==> config.mk <==
export PLATFORM = sky130hd
export DESIGN_NAME = alu_bist
export DESIGN_NICKNAME = d
export VERILOG_FILES = /design/src/rtl/alu_pkg.sv /design/src/rtl/bist_lfsr.sv /design/src/rtl/alu_bist.sv
export SDC_FILE = /design/constraint.sdc
export NUM_CORES = 1
export LEC_CHECK = 0
export ABC_CLOCK_PERIOD_IN_PS = 4700
export BUFFER_PORTS_ARGS = -buffer_cell sky130_fd_sc_hd__buf_2
export CORE_MARGIN = 2
export CORE_UTILIZATION = 42
export DETAILED_ROUTE_END_ITERATION = 10
export GPL_TIMING_DRIVEN = 0
export HOLD_SLACK_MARGIN = 0.15
export PLACE_DENSITY = 0.73
export SETUP_SLACK_MARGIN = 0.2
export SLEW_MARGIN = 15
export SYNTH_ARGS = -nofsm -noshare
export SYNTH_HDL_FRONTEND = slang
export SYNTH_SLANG_ARGS = --single-unit
==> constraint.sdc <==
create_clock -name clk -period 4.7 [get_ports clk]
set_input_delay 0.94 -clock clk [delete_from_list [all_inputs] [get_ports clk]]
set_output_delay 0.94 -clock clk [all_outputs]
set_load 0.005 [all_outputs]
==> src/rtl/alu_pkg.sv <==
// Shared ALU opcode/state types, LFSR step and the golden ALU model used by
// the BIST engines.
package alu_pkg;

    localparam int          MAX_W     = 16;
    localparam logic [31:0] LFSR_POLY = 32'h8020_0003;

    typedef enum logic [2:0] {
        ADD    = 3'd0,
        SUB    = 3'd1,
        AND    = 3'd2,
        OR     = 3'd3,
        XOR    = 3'd4,
        SLL    = 3'd5,
        SRL    = 3'd6,
        PASS_A = 3'd7
    } alu_op_t;

    typedef enum logic [1:0] {
        S_IDLE  = 2'd0,
        S_RUN   = 2'd1,
        S_DRAIN = 2'd2,
        S_DONE  = 2'd3
    } bist_state_t;

    // Right-shifting Galois form: the bit shifted out folds the tap word back in.
    function automatic logic [31:0] lfsr_next(input logic [31:0] s);
        return (s >> 1) ^ (s[0] ? LFSR_POLY : 32'h0);
    endfunction

    // Operands arrive zero-extended to MAX_W; w is the live datapath width.
    function automatic logic [MAX_W-1:0] alu_ref(input logic [MAX_W-1:0] a,
                                                 input logic [MAX_W-1:0] b,
                                                 input alu_op_t          op,
                                                 input int unsigned      w);
        logic [MAX_W-1:0] mask;
        logic [MAX_W-1:0] am;
        logic [MAX_W-1:0] r;
        logic [3:0]       sh;
        mask = MAX_W'((32'h1 << w) - 32'h1);
        am   = a & mask;
        sh   = b[3:0];
        case (op)
            ADD:     r = a + b;
            SUB:     r = a - b;
            AND:     r = a & b;
            OR:      r = a | b;
            XOR:     r = a ^ b;
            SLL:     r = (32'(sh) >= w) ? '0 : (am << sh);
            SRL:     r = (32'(sh) >= w) ? '0 : (am >> sh);
            PASS_A:  r = a;
            default: r = '0;
        endcase
        return r & mask;
    endfunction

endpackage

==> src/rtl/bist_lfsr.sv <==
// 32-bit Galois LFSR with reload and step; state reflects a same-cycle reload
// so the caller can consume the seed value immediately.
module bist_lfsr
    import alu_pkg::*;
#(
    parameter logic [31:0] SEED = 32'hACE1_0001
) (
    input  logic        clk,
    input  logic        rst_n,
    input  logic        load,
    input  logic        step,
    output logic [31:0] state
);

    logic [31:0] state_q;
    logic [31:0] state_d;
    logic [31:0] base;

    always_comb begin
        base    = load ? SEED : state_q;
        state_d = step ? lfsr_next(base) : base;
        state   = base;
    end

    always_ff @(posedge clk or negedge rst_n) begin
        if (!rst_n) begin
            state_q <= SEED;
        end else begin
            state_q <= state_d;
        end
    end

endmodule

==> src/rtl/alu_bist.sv <==
// ALU self-test engine: issues LFSR vectors to an ALU with fixed latency LAT,
// checks each returned result against alu_ref and accumulates statistics.
module alu_bist
    import alu_pkg::*;
#(
    parameter int          DATA_W  = 16,
    parameter int          LAT     = 1,
    parameter int          ITER_W  = 16,
    parameter int          BOUND_W = 4,
    parameter logic [31:0] SEED    = 32'hACE1_0001
) (
    input  logic              clk,
    input  logic              rst_n,
    input  logic              start,
    input  logic [ITER_W-1:0] iterations,
    input  logic              bounded,
    output logic [DATA_W-1:0] dut_a,
    output logic [DATA_W-1:0] dut_b,
    output alu_op_t           dut_op,
    output logic              dut_valid,
    input  logic [DATA_W-1:0] dut_result,
    output logic              busy,
    output logic              done,
    output logic [ITER_W-1:0] iter_count,
    output logic [ITER_W-1:0] fail_count,
    output logic              first_fail_valid,
    output logic [ITER_W-1:0] first_fail_iter
);

    localparam logic [31:0]       SEED_EFF = (SEED == 32'd0) ? 32'd1 : SEED;
    localparam logic [DATA_W-1:0] BMASK    = DATA_W'((32'd1 << BOUND_W) - 32'd1);

    bist_state_t       state_q, state_d;
    logic [ITER_W-1:0] left_q, left_d;
    logic              bnd_q, bnd_d;
    logic [DATA_W-1:0] a_p0_q, a_p0_d;
    logic [DATA_W-1:0] b_p0_q, b_p0_d;
    alu_op_t           op_p0_q, op_p0_d;
    logic              vld_p0_q, vld_p0_d;
    logic [DATA_W-1:0] exp_p0_q, exp_p0_d;
    logic [ITER_W-1:0] iter_q, iter_d;
    logic [ITER_W-1:0] fail_q, fail_d;
    logic              ffv_q, ffv_d;
    logic [ITER_W-1:0] ffi_q, ffi_d;

    logic              accept;
    logic              issue;
    logic [31:0]       lfsr_cur;
    logic [DATA_W-1:0] va, vb;
    alu_op_t           vop;
    logic              chk_vld;
    logic [DATA_W-1:0] chk_exp;
    logic              pending;

    bist_lfsr #(.SEED(SEED_EFF)) u_lfsr (
        .clk   (clk),
        .rst_n (rst_n),
        .load  (accept),
        .step  (issue),
        .state (lfsr_cur)
    );

    always_comb begin
        state_d  = state_q;
        left_d   = left_q;
        bnd_d    = bnd_q;
        a_p0_d   = a_p0_q;
        b_p0_d   = b_p0_q;
        op_p0_d  = op_p0_q;
        exp_p0_d = exp_p0_q;
        vld_p0_d = 1'b0;
        iter_d   = iter_q;
        fail_d   = fail_q;
        ffv_d    = ffv_q;
        ffi_d    = ffi_q;
        issue    = 1'b0;
        accept   = start && ((state_q == S_IDLE) || (state_q == S_DONE));

        // First vector of a run must honour the bounded input before it is registered.
        va  = lfsr_cur[DATA_W-1:0];
        vb  = lfsr_cur[16 +: DATA_W];
        vop = alu_op_t'(lfsr_cur[2:0] ^ lfsr_cur[18:16]);
        if (accept ? bounded : bnd_q) begin
            va = va & BMASK;
            vb = vb & BMASK;
        end

        if (chk_vld) begin
            iter_d = iter_q + ITER_W'(1);
            if (chk_exp != dut_result) begin
                if (fail_q != '1) begin
                    fail_d = fail_q + ITER_W'(1);
                end
                if (!ffv_q) begin
                    ffv_d = 1'b1;
                    ffi_d = iter_q;
                end
            end
        end

        case (state_q)
            S_IDLE, S_DONE: begin
                if (accept) begin
                    bnd_d  = bounded;
                    iter_d = '0;
                    fail_d = '0;
                    ffv_d  = 1'b0;
                    ffi_d  = '0;
                    if (iterations == '0) begin
                        state_d = S_DONE;
                    end else begin
                        state_d = S_RUN;
                        issue   = 1'b1;
                        left_d  = iterations - ITER_W'(1);
                    end
                end
            end
            S_RUN: begin
                if (left_q != '0) begin
                    issue  = 1'b1;
                    left_d = left_q - ITER_W'(1);
                end else begin
                    state_d = (LAT == 0) ? S_DONE : S_DRAIN;
                end
            end
            S_DRAIN: begin
                if (!pending) begin
                    state_d = S_DONE;
                end
            end
            default: state_d = S_IDLE;
        endcase

        if (issue) begin
            a_p0_d   = va;
            b_p0_d   = vb;
            op_p0_d  = vop;
            vld_p0_d = 1'b1;
            exp_p0_d = DATA_W'(alu_ref(MAX_W'(va), MAX_W'(vb), vop, DATA_W));
        end
    end

    // Issue stage p0: vector presented to the DUT, expected value alongside.
    always_ff @(posedge clk or negedge rst_n) begin
        if (!rst_n) begin
            state_q  <= S_IDLE;
            left_q   <= '0;
            bnd_q    <= 1'b0;
            a_p0_q   <= '0;
            b_p0_q   <= '0;
            op_p0_q  <= ADD;
            vld_p0_q <= 1'b0;
            iter_q   <= '0;
            fail_q   <= '0;
            ffv_q    <= 1'b0;
            ffi_q    <= '0;
        end else begin
            state_q  <= state_d;
            left_q   <= left_d;
            bnd_q    <= bnd_d;
            a_p0_q   <= a_p0_d;
            b_p0_q   <= b_p0_d;
            op_p0_q  <= op_p0_d;
            vld_p0_q <= vld_p0_d;
            iter_q   <= iter_d;
            fail_q   <= fail_d;
            ffv_q    <= ffv_d;
            ffi_q    <= ffi_d;
        end
    end

    always_ff @(posedge clk) begin
        exp_p0_q <= exp_p0_d;
    end

    generate
        if (LAT == 0) begin : g_nodelay
            always_comb begin
                chk_vld = vld_p0_q;
                chk_exp = exp_p0_q;
                pending = vld_p0_q;
            end
        end else begin : g_delay
            logic [LAT-1:0]    vld_pd_q, vld_pd_d;
            logic [DATA_W-1:0] exp_pd_q [LAT];
            logic [DATA_W-1:0] exp_pd_d [LAT];

            always_comb begin
                vld_pd_d[0] = vld_p0_q;
                exp_pd_d[0] = exp_p0_q;
                for (int i = 1; i < LAT; i++) begin
                    vld_pd_d[i] = vld_pd_q[i-1];
                    exp_pd_d[i] = exp_pd_q[i-1];
                end
                // Vectors issue back to back, so the run is drained once nothing
                // remains upstream of the compare stage.
                pending = vld_p0_q;
                for (int i = 0; i < LAT - 1; i++) begin
                    pending = pending | vld_pd_q[i];
                end
                chk_vld = vld_pd_q[LAT-1];
                chk_exp = exp_pd_q[LAT-1];
            end

            // Delay stages pd0..pd(LAT-1): expected value waits for the DUT result.
            always_ff @(posedge clk or negedge rst_n) begin
                if (!rst_n) begin
                    vld_pd_q <= '0;
                end else begin
                    vld_pd_q <= vld_pd_d;
                end
            end

            always_ff @(posedge clk) begin
                exp_pd_q <= exp_pd_d;
            end
        end
    endgenerate

    always_comb begin
        dut_a            = a_p0_q;
        dut_b            = b_p0_q;
        dut_op           = op_p0_q;
        dut_valid        = vld_p0_q;
        busy             = (state_q == S_RUN) || (state_q == S_DRAIN);
        done             = (state_q == S_DONE);
        iter_count       = iter_q;
        fail_count       = fail_q;
        first_fail_valid = ffv_q;
        first_fail_iter  = ffi_q;
    end

endmodule

# After elaboration in Yosys (flattened, before gate mapping)

Index checks and enable logic that the tools add are counted.

Register bits: 169

Add/subtract/negate cells: 6
Equal/unequal tests: 17
Shift-type cells: 2
Multiplexer cells: 38
Bitwise operators: 5
Reductions and logical operators: 11

Operator list:

| operator                                            | number |
|---|---|
| two-way mux 16 bit                                  | 18 |
| one-hot mux 16 bit (8 select lines)                 | 1 |
| two-way mux 32 bit                                  | 3 |
| adder 16 x 1 -> 16 bit (second input constant)      | 2 |
| one-hot mux 16 bit (2 select lines)                 | 1 |
| subtractor 16 x 1 -> 16 bit (second input constant) | 2 |
| XOR 31 x 32 -> 32 bit                               | 1 |
| adder 16 bit                                        | 1 |
| bitwise AND 16 bit                                  | 1 |
| logical NOT 16 bit                                  | 1 |
| != test 16 bit                                      | 1 |
| != test 16 bit (second input constant)              | 1 |
| OR 16 bit                                           | 1 |
| nonzero test 16 bit                                 | 1 |
| << shifter 16 x 4 -> 16 bit                         | 1 |
| >> shifter 16 x 4 -> 16 bit                         | 1 |
| subtractor 16 bit                                   | 1 |
| XOR 16 bit                                          | 1 |
| == test 3 bit (second input constant)               | 4 |
| two-way mux 1 bit                                   | 9 |
| two-way mux 2 bit                                   | 4 |
| != test 2 bit (second input constant)               | 4 |
| == test 3 x 2 -> 1 bit (second input constant)      | 2 |
| one-hot mux 2 bit (3 select lines)                  | 1 |
| other kinds (14)                                    | 16 |

# Logic depth before layout (Yosys ltp)

Word-level depth: 7
Gate-level depth with buffers: 21

# By module

Synthesis repeated with hierarchy kept, for this count alone.

Cells, all modules: 1286
Area total of the unflattened synthesis: 11466.0 µm²

Modules (own cells, without submodules):

| module    | times used | cells an instance | area each (µm²) | seq. area each (µm²) |
|---|---|---|---|---|
| alu_bist  | 1          | 1148              | 9924.5          | 3428.3 |
| bist_lfsr | 1          | 138               | 1541.5          | 812.0 |

# Worst setup path before layout

Ideal clock, no wire load.

Kind: input to register
Start: in start
End: reg exp_p0_q[14] (data pin)
Arrival: 4.831 ns
Path slack: -0.400 ns
Cell stages on the path: 19
Buffers on the path: 6
Cell sequence: buf_2 -> a21bo_2 -> clkbuf_1 -> buf_2 -> buf_1 -> ha_1 -> clkbuf_1 -> or2_2 -> nor2_1 -> clkbuf_1 -> nor2_1 -> xnor2_1 -> ha_1 -> nor2b_1 -> o31a_1 -> o31ai_1 -> a21boi_0 -> o41ai_1 -> mux2i_1

Cells in the longest elaborated chain, start to end: 5
Elaborated cells on any way between the ends: 22
Those cells by class: add/sub: 2; eq/ne: 7; shift: 2; mux: 5; bitwise: 4; reduce/logical: 2

Ends and longest elaborated chain:

| what                                  | line            | source |
|---|---|---|
| start, declared                       | alu_bist.sv:14  | `input logic start,` |
| logical AND 1 bit *                   | alu_bist.sv:77  | `accept = start && ((state_q == S_IDLE) \|\| (state_q == S_DONE));` |
| two-way mux 32 bit *                  | bist_lfsr.sv:20 | `base = load ? SEED : state_q;` |
| XOR 3 bit *                           | alu_bist.sv:82  | `vop = alu_op_t'(lfsr_cur[2:0] ^ lfsr_cur[18:16]);` |
| via vop[2]                            | alu_bist.sv:50  | `alu_op_t vop;` |
| == test 3 bit (tied with other cells) | alu_pkg.sv:43   | `case (op)` |
| one-hot mux 16 bit (8 select lines) * | alu_pkg.sv:43   |  |
| end signal, assigned                  | alu_bist.sv:173 | `exp_p0_q <= exp_p0_d;` |
| end, declared                         | alu_bist.sv:40  | `logic [DATA_W-1:0] exp_p0_q, exp_p0_d;` |

The timed path passes the listed nets; every way through them passes the cells marked *.
A chain may end at the register's enable or synchronous reset.

# Worst setup path in the final report

Start: reg state_q[0]
End: reg exp_p0_q[12] (data pin)

Cells in the longest elaborated chain, start to end: 7
Elaborated cells on any way between the ends: 25
Those cells by class: add/sub: 2; eq/ne: 8; shift: 2; mux: 5; bitwise: 4; reduce/logical: 4

Ends and longest elaborated chain:

| what                                               | line            | source |
|---|---|---|
| start, declared                                    | alu_bist.sv:33  | `bist_state_t state_q, state_d;` |
| start signal, assigned                             | alu_bist.sv:158 | `state_q <= state_d;` |
| == test 2 bit or logical NOT 2 bit (tied branches) | alu_bist.sv:77  |  |
| logical OR 1 bit *                                 | alu_bist.sv:77  |  |
| logical AND 1 bit *                                | alu_bist.sv:77  |  |
| two-way mux 32 bit *                               | bist_lfsr.sv:20 |  |
| XOR 3 bit *                                        | alu_bist.sv:82  |  |
| via vop[2]                                         | alu_bist.sv:50  |  |
| == test 3 bit (tied with other cells)              | alu_pkg.sv:43   |  |
| one-hot mux 16 bit (8 select lines) *              | alu_pkg.sv:43   |  |

Marks and branches as above.

==> results.md <==
- Status: completed
- Worst path bufs/invs: 7
- Buffers on Ports: 122
- Slew HR: 32.37%
- Reg2reg end: exp_p0_q[12]
- Critical path's slowest cell: dfrtp_1
- Synth top area share: 28.45%
- Most frequent cell after synthesis: nand2_1
- Post-place setup slack: -0.8832 ns
- Crit-path cells: inv_2 -> ha_4 -> buf_8 -> a21bo_2 -> buf_8 -> buf_8 -> buf_12 -> ha_4 -> buf_8 -> or2_4 -> nor2_4 -> clkbuf_8 -> nor2_2 -> xnor2_1 -> ha_1 -> nor2b_4 -> o31a_1 -> o31ai_4 -> a311oi_2 -> xnor2_2 -> a22oi_2
- Clk pin slew, worst setup/hold paths: 0.07 ns
- Post-synth top flop: dfrtp_1
- Setup TNS Final: 0 ns
- Post-Syn Area: 0.01126 sq mm
- Met1 Routed Length: 16200 um
- Longest Clk Path Bufs: 2
- Clock root buffer master: clkbuf_16
- Via count: 11029
- Hold Crit Depth: 0
- Crit path time final: 4.437 ns
- Cell Area, Placed: 0.01244 sq mm
- Pwr Total: 0.01092 W
- RSZ-0062 raised after global routing: false
- Startpoint types: flip-flop
- Ys async rst share: 81.07%
- Final hold vios: 0
- CP required: 4.86 ns
- # rows: 59
- Final worst slack: 0.2628 ns
- Clock Skew: 0.01525 ns
- Met2 routed WL: 16920 um
- Reg-to-reg setup timing slack: 0.26 ns
- # IOs: 123
- Syn Nets: 1389
- Largest net degree at the start of global routing: 105
- Die width: 167.7 um
- Initial drt markers: 1352
- Routed WL: 37960 um
- Max-Cap Viols: 0
- Crit-path leading delay family: compound AO/OA/AOI/OAI gates
- Initial antenna violation count: 1
- DRT antenna net count: 0
- Sequential area share after synthesis: 37.66%
- FF+latch count, synth: 169
- Clk Latency, worst-skew pair: 0.44 ns
- Post-DP HPWL: 28330 um
- Full die area: 0.02813 sq mm
- Multi-input gate area: 0.006693 sq mm
- Highest clock rate: 0.2254 GHz
- Setup crit end kind: flip-flop
- YS warnings: 0
- Vias/cell: 6.083
- Total Nets Final: 1558
- Crit-path max FO: 7
- Register area: 0.004242 sq mm
- Least-Margin Pin Slew: 1.004 ns
- Share of cells above drive strength 1: 20.72%
- Cell count after synthesis: 1295
- Vias in the first global route: 10236
- DP Cell Count: 1753
- CP peak stage delay: 0.39 ns
- PwrDens: 809.5 mW/mm^2
- EDFF count, synth: 16
- Gr ovfl total: 0
- Top sig layer: met4
- Leak: 6.003 nW
- Max VDD drop: 411.4 uV
- Largest area contributor in the netlist: dfrtp_1
- Initial Utilization: 42.96%
- Main area contributors after synthesis: dfrtp_1 (28%), ha_1 (6.3%), nand2_1 (5.7%), xnor2_1 (4.5%), edfxtp_1 (4.3%)
- Total GRT Usage: 26.90%
- CTS tree: yes
- Final cell count without fillers: 1813
- Final instance area: 0.01348 sq mm
- Final period utilization: 94.41%
- Synth-to-Final Area Change: 19.76%
- Slew Limit Fails: 0
- R2r startpoint: state_q[0]
- First-pass DRT Iterations: 6
- First-pass GRT wire length: 58970 um
- Die Y: 167.7 um
- Final setup viols: 0
- Reg2reg path depth: 21
- Post-route DRC: 0
- GP Congestion: 0.9715
- Distinct cells, synth: 86
- CP Class: flip-flop to flip-flop
- Worst Hold Path EP: chk_exp[5]
- Fillcell total: 2413
- Hold_sp: exp_p0_q[5]
- Worst Hold Class: flip-flop to flip-flop
- WL met3: 3186 um
- Synth cell count leaders: nand2_1 (172), dfrtp_1 (128), nor2_1 (118)
- Worst EP arrival: 4.59 ns
- Wirelength per Cell: 20.94 um
- Htree depth: 4
- Synthesized area per cell: 8.695 sq um
- Core area: 0.02621 sq mm
- Clk sinks: 169
- Cell mode on critical path: buf_8
- Cts bufs inserted: 17
placed cells by master (no fill, tap or decap), types with 11 or more instances in the layout:
cell type  Yosys  routed
a211oi_1      23      23
a21o_1        14      14
a21oi_1       79      77
a221o_1       11      11
and2_1        13      13
buf_2         27     145
buf_4          3      32
clkbuf_1      39      27
clkbuf_16      0      18
dfrtp_1      128     127
dfxtp_1       16      16
edfxtp_1      16      16
ha_1          57      53
inv_1         48      47
mux2i_1       40      40
nand2_1      172     168
nand2b_1      12      12
nand3_1       41      41
nand4_1       18      18
nor2_1       118     113
nor3_1        34      34
o211ai_1      13      13
o21ai_0       47      45
o21ai_1       39      38
or3_1         12      11
xnor2_1       58      55
xor2_1        13      13
metal layers:
| metal | track usage, % | vias up |
|---|---|---|
| li1 | - | 4994 |
| met1 | 36.99 | 5374 |
| met2 | 41.85 | 559 |
| met3 | 4.609 | 102 |
| met4 | 11.72 | 0 |
| met5 | 0 | - |
area by class of cell:
class	count	area share [%]
Buffer	77	3.637
Tap cell	335	3.108
Clock buffer	18	3.183
Clock inverter	14	1.151
Multi-Input combinational cell	996	49.63
Sequential cell	169	31.46
Inverter	52	1.448
Timing Repair Buffer	151	6.365
Antenna cell	1	0.01856
cells by family (layout without fill, tap and decap cells):
| group | Yosys count | count (layout) | synth area share [%] |
|---|---|---|---|
| XOR/XNOR | 71 | 71 | 5.523 |
| other | 0 | 1 | 0 |
| multiplexers | 54 | 54 | 5.456 |
| buffers and inverters | 130 | 312 | 4.867 |
| adder cells (fa/ha/maj) | 58 | 58 | 6.512 |
| AO/OA/AOI/OAI | 338 | 338 | 20.04 |
| flip-flops | 169 | 169 | 37.66 |
| AND/OR/NAND/NOR | 475 | 475 | 19.95 |
registers in the layout (all words and copies together) (netlist names), 2 cells and up:
register	cells
dut_a	16
dut_op	3
dut_b	16
left_q	16
iter_count	16
chk_exp	16
exp_p0_q	16
fail_count	16
state_q	2
first_fail_iter	16
u_lfsr.state_q	32
how the worst max path moves through the flow:
stage | startpoint | end | slack (ns) | cells after the start
after floorplan | start | exp_p0_q[14] | 0.15 | 19
after global placement | start | exp_p0_q[12] | -0.89 | 16
after detailed placement | start | exp_p0_q[7] | -0.88 | 17
after CTS | state_q[0] | exp_p0_q[12] | 0.21 | 20
after global routing | state_q[0] | exp_p0_q[12] | 0.17 | 20
final | state_q[0] | exp_p0_q[12] | 0.26 | 21
worst register-to-register path, cell delays in order, from the launching register on:
cell      delay (ns)
dfrtp_1         0.39
inv_2           0.09
ha_4            0.22
buf_8           0.14
a21bo_2         0.22
buf_8           0.13
buf_8           0.12
buf_12          0.13
ha_4            0.22
buf_8           0.13
or2_4           0.24
nor2_4          0.11
clkbuf_8        0.16
nor2_2          0.04
xnor2_1         0.12
ha_1            0.33
nor2b_4         0.14
o31a_1          0.31
o31ai_4         0.29
a311oi_2        0.17
xnor2_2         0.31
a22oi_2         0.14
stage by stage:
step	hold WS, ns	utilization, %
floorplan	0.3233	-
CTS	0.3440	50.68
global route	0.3442	51.45
detailed placement	0.3269	47.47
global placement	0.3236	47.32
finish	0.3389	51.45
power breakdown:
group | switching [W] | total [W] | internal [W]
clock network | 0.000687 | 0.00140 | 0.000711
logic | 0.00431 | 0.00701 | 0.00270
registers | 0.000418 | 0.00251 | 0.00209
total | 0.00542 | 0.0109 | 0.00550
repair_timing:
| item | in CTS | in global routing |
|---|---|---|
| resized for setup | 42 | 24 |
| hold buffers | 0 | 0 |
| cloned | 0 | 0 |
| setup endpoints to repair | 14 | 9 |
| buffers inserted | 11 | 17 |
| pin swaps | 16 | 11 |
No activity file was read; power rests on OpenSTA's default activity.
